## config.mk

```make
export PLATFORM = sky130hd
export DESIGN_NAME = rst_release_sequencer
export DESIGN_NICKNAME = d
export VERILOG_FILES = /design/src/rtl/rst_pkg.sv /design/src/rtl/rst_sync_chain.sv /design/src/rtl/rst_release_sequencer.sv
export SDC_FILE = /design/constraint.sdc
export NUM_CORES = 1
export LEC_CHECK = 0
export ABC_CLOCK_PERIOD_IN_PS = 2400
export BUFFER_PORTS_ARGS = -buffer_cell sky130_fd_sc_hd__buf_2
export CAP_MARGIN = 20
export CORE_ASPECT_RATIO = 1.5
export CORE_MARGIN = 5
export CORE_UTILIZATION = 30
export CTS_CLUSTER_DIAMETER = 200
export CTS_CLUSTER_SIZE = 25
export DETAILED_ROUTE_END_ITERATION = 16
export PLACE_DENSITY = 0.46
export SLEW_MARGIN = 10
export SYNTH_ARGS = -nofsm -noshare
export SYNTH_HDL_FRONTEND = slang
export SYNTH_SLANG_ARGS = --single-unit
```

## constraint.sdc

```tcl
create_clock -name clk -period 2.4 [get_ports clk]
set_clock_uncertainty 0.15 [all_clocks]
set_input_delay 0.24 -clock clk [delete_from_list [all_inputs] [get_ports clk]]
set_output_delay 0.24 -clock clk [all_outputs]
set_load 0.02 [all_outputs]
```

## src/rtl/rst_pkg.sv

```systemverilog
// Shared types and constants for the reset release sequencer.
// Holds the sequencer state enum, counter-width helper and parameter defaults.
package rst_pkg;

    typedef enum logic [2:0] {
        HOLD,
        STRETCH,
        STEP,
        RUN,
        ACK
    } state_t;

    localparam int DEF_CHAINS  = 2;
    localparam int DEF_NUM_OUT = 3;
    localparam int DEF_STRETCH = 16;
    localparam int DEF_STEP    = 8;

    // Wide enough to hold the larger terminal count without wrapping.
    function automatic int cnt_width(input int a, input int b);
        return $clog2((a > b) ? a : b) + 1;
    endfunction

endpackage

```

## src/rtl/rst_sync_chain.sv

```systemverilog
// Reset deassertion synchronizer: async assert, clk-synchronous release.
// Ports: clk, async_rst_i (active-low), sync_rst_n (last flop of the chain).
module rst_sync_chain #(
    parameter int CHAINS = 2
) (
    input  logic clk,
    input  logic async_rst_i,
    output logic sync_rst_n
);

    logic [CHAINS-1:0] q;

    always_ff @(posedge clk or negedge async_rst_i) begin
        if (!async_rst_i) begin
            q <= '0;
        end else begin
            q <= {q[CHAINS-2:0], 1'b1};
        end
    end

    assign sync_rst_n = q[CHAINS-1];

endmodule

```

## src/rtl/rst_release_sequencer.sv

```systemverilog
// Reset release sequencer: asserts all resets asynchronously, releases them
// in order after a power-on stretch; supports a four-phase soft-reset rerun.
// Ports: clk, async_rst_i (active-low), soft_rst_req_i, soft_rst_ack_o,
//        rst_n_o[NUM_OUT] (bit 0 released first), rst_done_o.
module rst_release_sequencer
    import rst_pkg::*;
#(
    parameter int CHAINS         = DEF_CHAINS,
    parameter int NUM_OUT        = DEF_NUM_OUT,
    parameter int STRETCH_CYCLES = DEF_STRETCH,
    parameter int STEP_CYCLES    = DEF_STEP
) (
    input  logic               clk,
    input  logic               async_rst_i,
    input  logic               soft_rst_req_i,
    output logic               soft_rst_ack_o,
    output logic [NUM_OUT-1:0] rst_n_o,
    output logic               rst_done_o
);

    localparam int CW = cnt_width(STRETCH_CYCLES, STEP_CYCLES);
    localparam logic [CW-1:0] S_LAST = CW'(STRETCH_CYCLES - 1);
    localparam logic [CW-1:0] T_LAST = CW'(STEP_CYCLES - 1);

    logic               sync_rst_n;
    state_t             state_q, state_d;
    logic [CW-1:0]      cnt_q, cnt_d;
    logic [NUM_OUT-1:0] rst_n_q, rst_n_d;
    logic               done_q, done_d;
    logic               ack_q, ack_d;
    logic               soft_q, soft_d;
    logic [NUM_OUT-1:0] rel;

    rst_sync_chain #(
        .CHAINS(CHAINS)
    ) u_sync (
        .clk        (clk),
        .async_rst_i(async_rst_i),
        .sync_rst_n (sync_rst_n)
    );

    // Released bits form a thermometer code; the next release is one more bit.
    assign rel = (rst_n_q << 1) | NUM_OUT'(1);

    always_ff @(posedge clk or negedge async_rst_i) begin
        if (!async_rst_i) begin
            state_q <= HOLD;
            cnt_q   <= '0;
            rst_n_q <= '0;
            done_q  <= 1'b0;
            ack_q   <= 1'b0;
            soft_q  <= 1'b0;
        end else begin
            state_q <= state_d;
            cnt_q   <= cnt_d;
            rst_n_q <= rst_n_d;
            done_q  <= done_d;
            ack_q   <= ack_d;
            soft_q  <= soft_d;
        end
    end

    always_comb begin
        state_d = state_q;
        cnt_d   = '0;
        rst_n_d = rst_n_q;
        done_d  = done_q;
        ack_d   = ack_q;
        soft_d  = soft_q;
        unique case (state_q)
            HOLD: begin
                if (sync_rst_n) state_d = STRETCH;
            end
            STRETCH, STEP: begin
                cnt_d = cnt_q + CW'(1);
                if (cnt_q == ((state_q == STRETCH) ? S_LAST : T_LAST)) begin
                    cnt_d   = '0;
                    rst_n_d = rel;
                    state_d = STEP;
                    if (&rel) begin
                        done_d = 1'b1;
                        // Soft path completes the handshake in ACK.
                        if (soft_q) begin
                            state_d = ACK;
                            ack_d   = 1'b1;
                        end else begin
                            state_d = RUN;
                        end
                    end
                end
            end
            RUN: begin
                if (soft_rst_req_i) begin
                    rst_n_d = '0;
                    done_d  = 1'b0;
                    soft_d  = 1'b1;
                    state_d = STRETCH;
                end
            end
            ACK: begin
                if (!soft_rst_req_i) begin
                    ack_d   = 1'b0;
                    soft_d  = 1'b0;
                    state_d = RUN;
                end
            end
            default: state_d = HOLD;
        endcase
    end

    assign rst_n_o        = rst_n_q;
    assign rst_done_o     = done_q;
    assign soft_rst_ack_o = ack_q;

endmodule

```

==> flow_metrics.py <==
metrics = {
    "synthesis": {
        "synthesis.nets": 86,
        "ys_ff_latch": 16,
        "async_reset_ff_share_pct": 100,
        "synthCells": 82,
        "yosys_most_used_dff": "sky130_fd_sc_hd__dfrtp_1",
        "number_of_distinct_library_cells_after_synthesis": 31,
        "average_footprint_of_a_synthesized_cell_um2": 9.73,
        "synth.yosys.warnings": 0,
        "ys_seq_area_share_pct": 50.2,
        "cell_area_after_synthesis_um2": 798,
        "number_of_synthesized_flops_with_an_enable_pin": 0,
    },
    "finish": {
        "final_cell_mix": "16 x sky130_fd_sc_hd__dfrtp_1, 9 x sky130_fd_sc_hd__nand2_1, 7 x sky130_fd_sc_hd__a21oi_1, 7 x sky130_fd_sc_hd__buf_2",
        "syn2layout_area_growth_pct": 15.4,
        "final_nets": 95,
        "final_common_cell": "sky130_fd_sc_hd__dfrtp_1",
        "drive_above_1_share_pct": 14.4,
        "antenna_diode_count": 0,
    },
    "drt": {
        "initial_detailed_routing_violation_count": 11,
        "avgViaCountPerCell": 4.78,
        "route.final.wire_length_um": 1690,
        "detail_route.first_pass.iterations": 4,
        "detailroute.via_count": 607,
        "detail-route-antenna-nets": 0,
        "detail_route.wl_per_cell_um": 13.3,
        "drc_errors": 0,
    },
    "die": {
        "dieArea_mm2": 0.00381,
        "std_cell_rows": 23,
        "core_area_mm2": 0.00262,
        "initial_utilization_pct": 30.5,
        "die_height_um": 73.2,
        "die_span_x_um": 52.1,
        "design.portCount": 8,
    },
    "timing": {
        "layout_worst_path_cycle_share_pct": 76.2,
        "worst_slack_ns": 0.571,
        "timing.final.max_slew_violations": 0,
        "unrepaired_setup_endpoints_after_global_routing": "false",
        "setup-violations-final": 0,
        "finalWorstPathRequiredPeriod_ns": 1.83,
        "report.final.hold_viol_count": 0,
        "fmaxAchievable_ghz": 0.547,
        "setup_tns_ns": 0,
    },
    "grt": {
        "gr-usage-met2_pct": 18.2,
        "gr-max-usage-layer": "met2",
        "grt-ovfl-total": 0,
        "gr-usage-met3_pct": 1.84,
        "grt_max_degree": 17,
        "grt_pass1_wl_um": 2970,
        "antenna_found_initial": 0,
        "grt_usage_pct": 10.4,
        "grt.met1_usage_pct": 12.1,
        "first_global_vias": 664,
    },
    "critical_path": {
        "critical_path.max_fanout": 13,
        "endpoint_kind": "register",
        "reg2regPathDepth": 4,
        "worst_ep_arrival_time_ns": 1.84,
        "critPathLaunchType": "register",
        "timing.critical_path.required_ns": 2.41,
        "kind_of_critical_path": "reg -> reg",
    },
    "status": {
        "outcome": "finished, final reports clean",
    },
    "clock_tree": {
        "clk_pin_slew_ns": 0.06,
        "cts_sinks": 16,
        "cts_buffers": 3,
        "tritoncts": "done",
        "ctsHtreeMaxLevel": 1,
        "post_cts_resized": 0,
        "cts_max_path_buffers": 2,
        "ctsRootBufferMaster": "sky130_fd_sc_hd__clkbuf_8",
        "clock_latency_ns": 0.25,
    },
    "placed_design": {
        "routabilityCongestion": 0.794,
        "buffer_ports.inserted": 7,
        "dpl.hpwl_um": 1290,
        "detailedPlace.worstSlack_ns": 0.597,
    },
    "pwr": {
        "total_leakage_power_nw": 0.404,
        "power.density_cell_area_mw_per_mm2": 1150,
        "max-vdd-ir-drop_mv": 0.512,
    },
    "run": {
        "drv.max_cap_violation_count": 0,
    },
    "hold_path": {
        "hold_path_depth": 2,
        "worst_hold_path_type": "in -> reg",
    },
}
## Yosys cell counts (2+ instances only)
master	n	share of area, %
sky130_fd_sc_hd__nand2_1	9	4.2
sky130_fd_sc_hd__and2b_1	2	1.9
sky130_fd_sc_hd__a21oi_1	7	4.4
sky130_fd_sc_hd__nand4bb_1	2	2.8
sky130_fd_sc_hd__mux2i_1	3	3.8
sky130_fd_sc_hd__o21ai_0	5	3.1
sky130_fd_sc_hd__xnor2_1	2	2.2
sky130_fd_sc_hd__inv_1	2	0.94
sky130_fd_sc_hd__clkbuf_1	2	0.94
sky130_fd_sc_hd__or2_2	2	1.6
sky130_fd_sc_hd__dfrtp_1	16	50
sky130_fd_sc_hd__nand2b_1	2	1.6
sky130_fd_sc_hd__nor3_1	2	1.3
sky130_fd_sc_hd__nand3_1	4	2.5
sky130_fd_sc_hd__a31oi_1	2	1.6
sky130_fd_sc_hd__nor2_1	5	2.4
## sequential cells by signal, summed over array words and instances, names as in the netlist
name / cells
cnt_q: 5
rst_done_o: 1
rst_n_o: 3
soft_q: 1
soft_rst_ack_o: 1
state_q: 3
u_sync.q: 2
## per-layer routing
metal	routed length (um)	up-vias	part of all wire, %
met4	22	0	1.3
met2	913	6	54
li1	-	305	-
met5	0	-	0
met1	721	292	43
met3	36	4	2.1
## where the power goes
| part | internal, W | total, W | switching, W |
|---|---|---|---|
| clock | 0.000145 | 0.000237 | 0.0000916 |
| sequential | 0.000355 | 0.000461 | 0.000106 |
| combinational | 0.000157 | 0.000363 | 0.000206 |
## through the flow
| stage | total power, W | area [um2] | hold slack [ns] | util [%] | instances |
|---|---|---|---|---|---|
| floorplan | 0.000730 | 798 | -0.206 | - | 82 |
| global placement | 0.000836 | 856 | 0.0322 | 32.7 | 122 |
| detailed placement | 0.000834 | 856 | 0.0272 | 32.7 | 122 |
| CTS | 0.00108 | 921 | 0.112 | 35.2 | 127 |
| global route | 0.00114 | 921 | 0.125 | 35.2 | 127 |
| finish | 0.00106 | 921 | 0.115 | 35.2 | 127 |
## layout make-up
class | instances | area (um2)
Tap cell | 37 | 46.3
Fill cell | 273 | 1700
Multi-Input combinational cell | 60 | 367
Sequential cell | 16 | 400
Inverter | 2 | 7.51
Clock buffer | 4 | 55.1
Timing Repair Buffer | 8 | 45.0
## cells by family after synthesis
kind of cell | after synthesis | share of synthesized area (%)
AOI/OAI and AO/OA | 18 | 13.0
xor gates and xnor gates | 3 | 3.29
adders and majority gates | 1 | 1.57
buffers and inverters | 6 | 3.92
DFF | 16 | 50.2
muxes | 3 | 3.76
other | 1 | 0.470
and+or+nand+nor | 34 | 23.8
## worst max-delay path, cell delays in order, from the launching register on
cell	delay, ns
sky130_fd_sc_hd__dfrtp_1	0.52
sky130_fd_sc_hd__and2b_1	0.27
sky130_fd_sc_hd__mux2i_1	0.06
sky130_fd_sc_hd__or4_1	0.52
sky130_fd_sc_hd__o21ai_0	0.22
## final timing paths
| kind | from | to | slack [ns] |
|---|---|---|---|
| max | state_q[1] | soft_rst_ack_o | 0.57 |
| min | soft_rst_req_i | rst_done_o | 0.11 |
| max reg2reg | state_q[1] | soft_rst_ack_o | 0.57 |
| min reg2reg | u_sync.q[0] | u_sync.q[1] | 0.20 |
| max in group asynchronous | async_rst_i | cnt_q[0] | 1.54 |
| min in group asynchronous | async_rst_i | state_q[2] | 0.30 |
## timing repair
item	4_1_cts	5_1_grt
endpoints found under the hold margin	16	0
hold buffers	1	0
buffers inserted	0	0
Note: power is estimated with default switching activity, not from simulation.
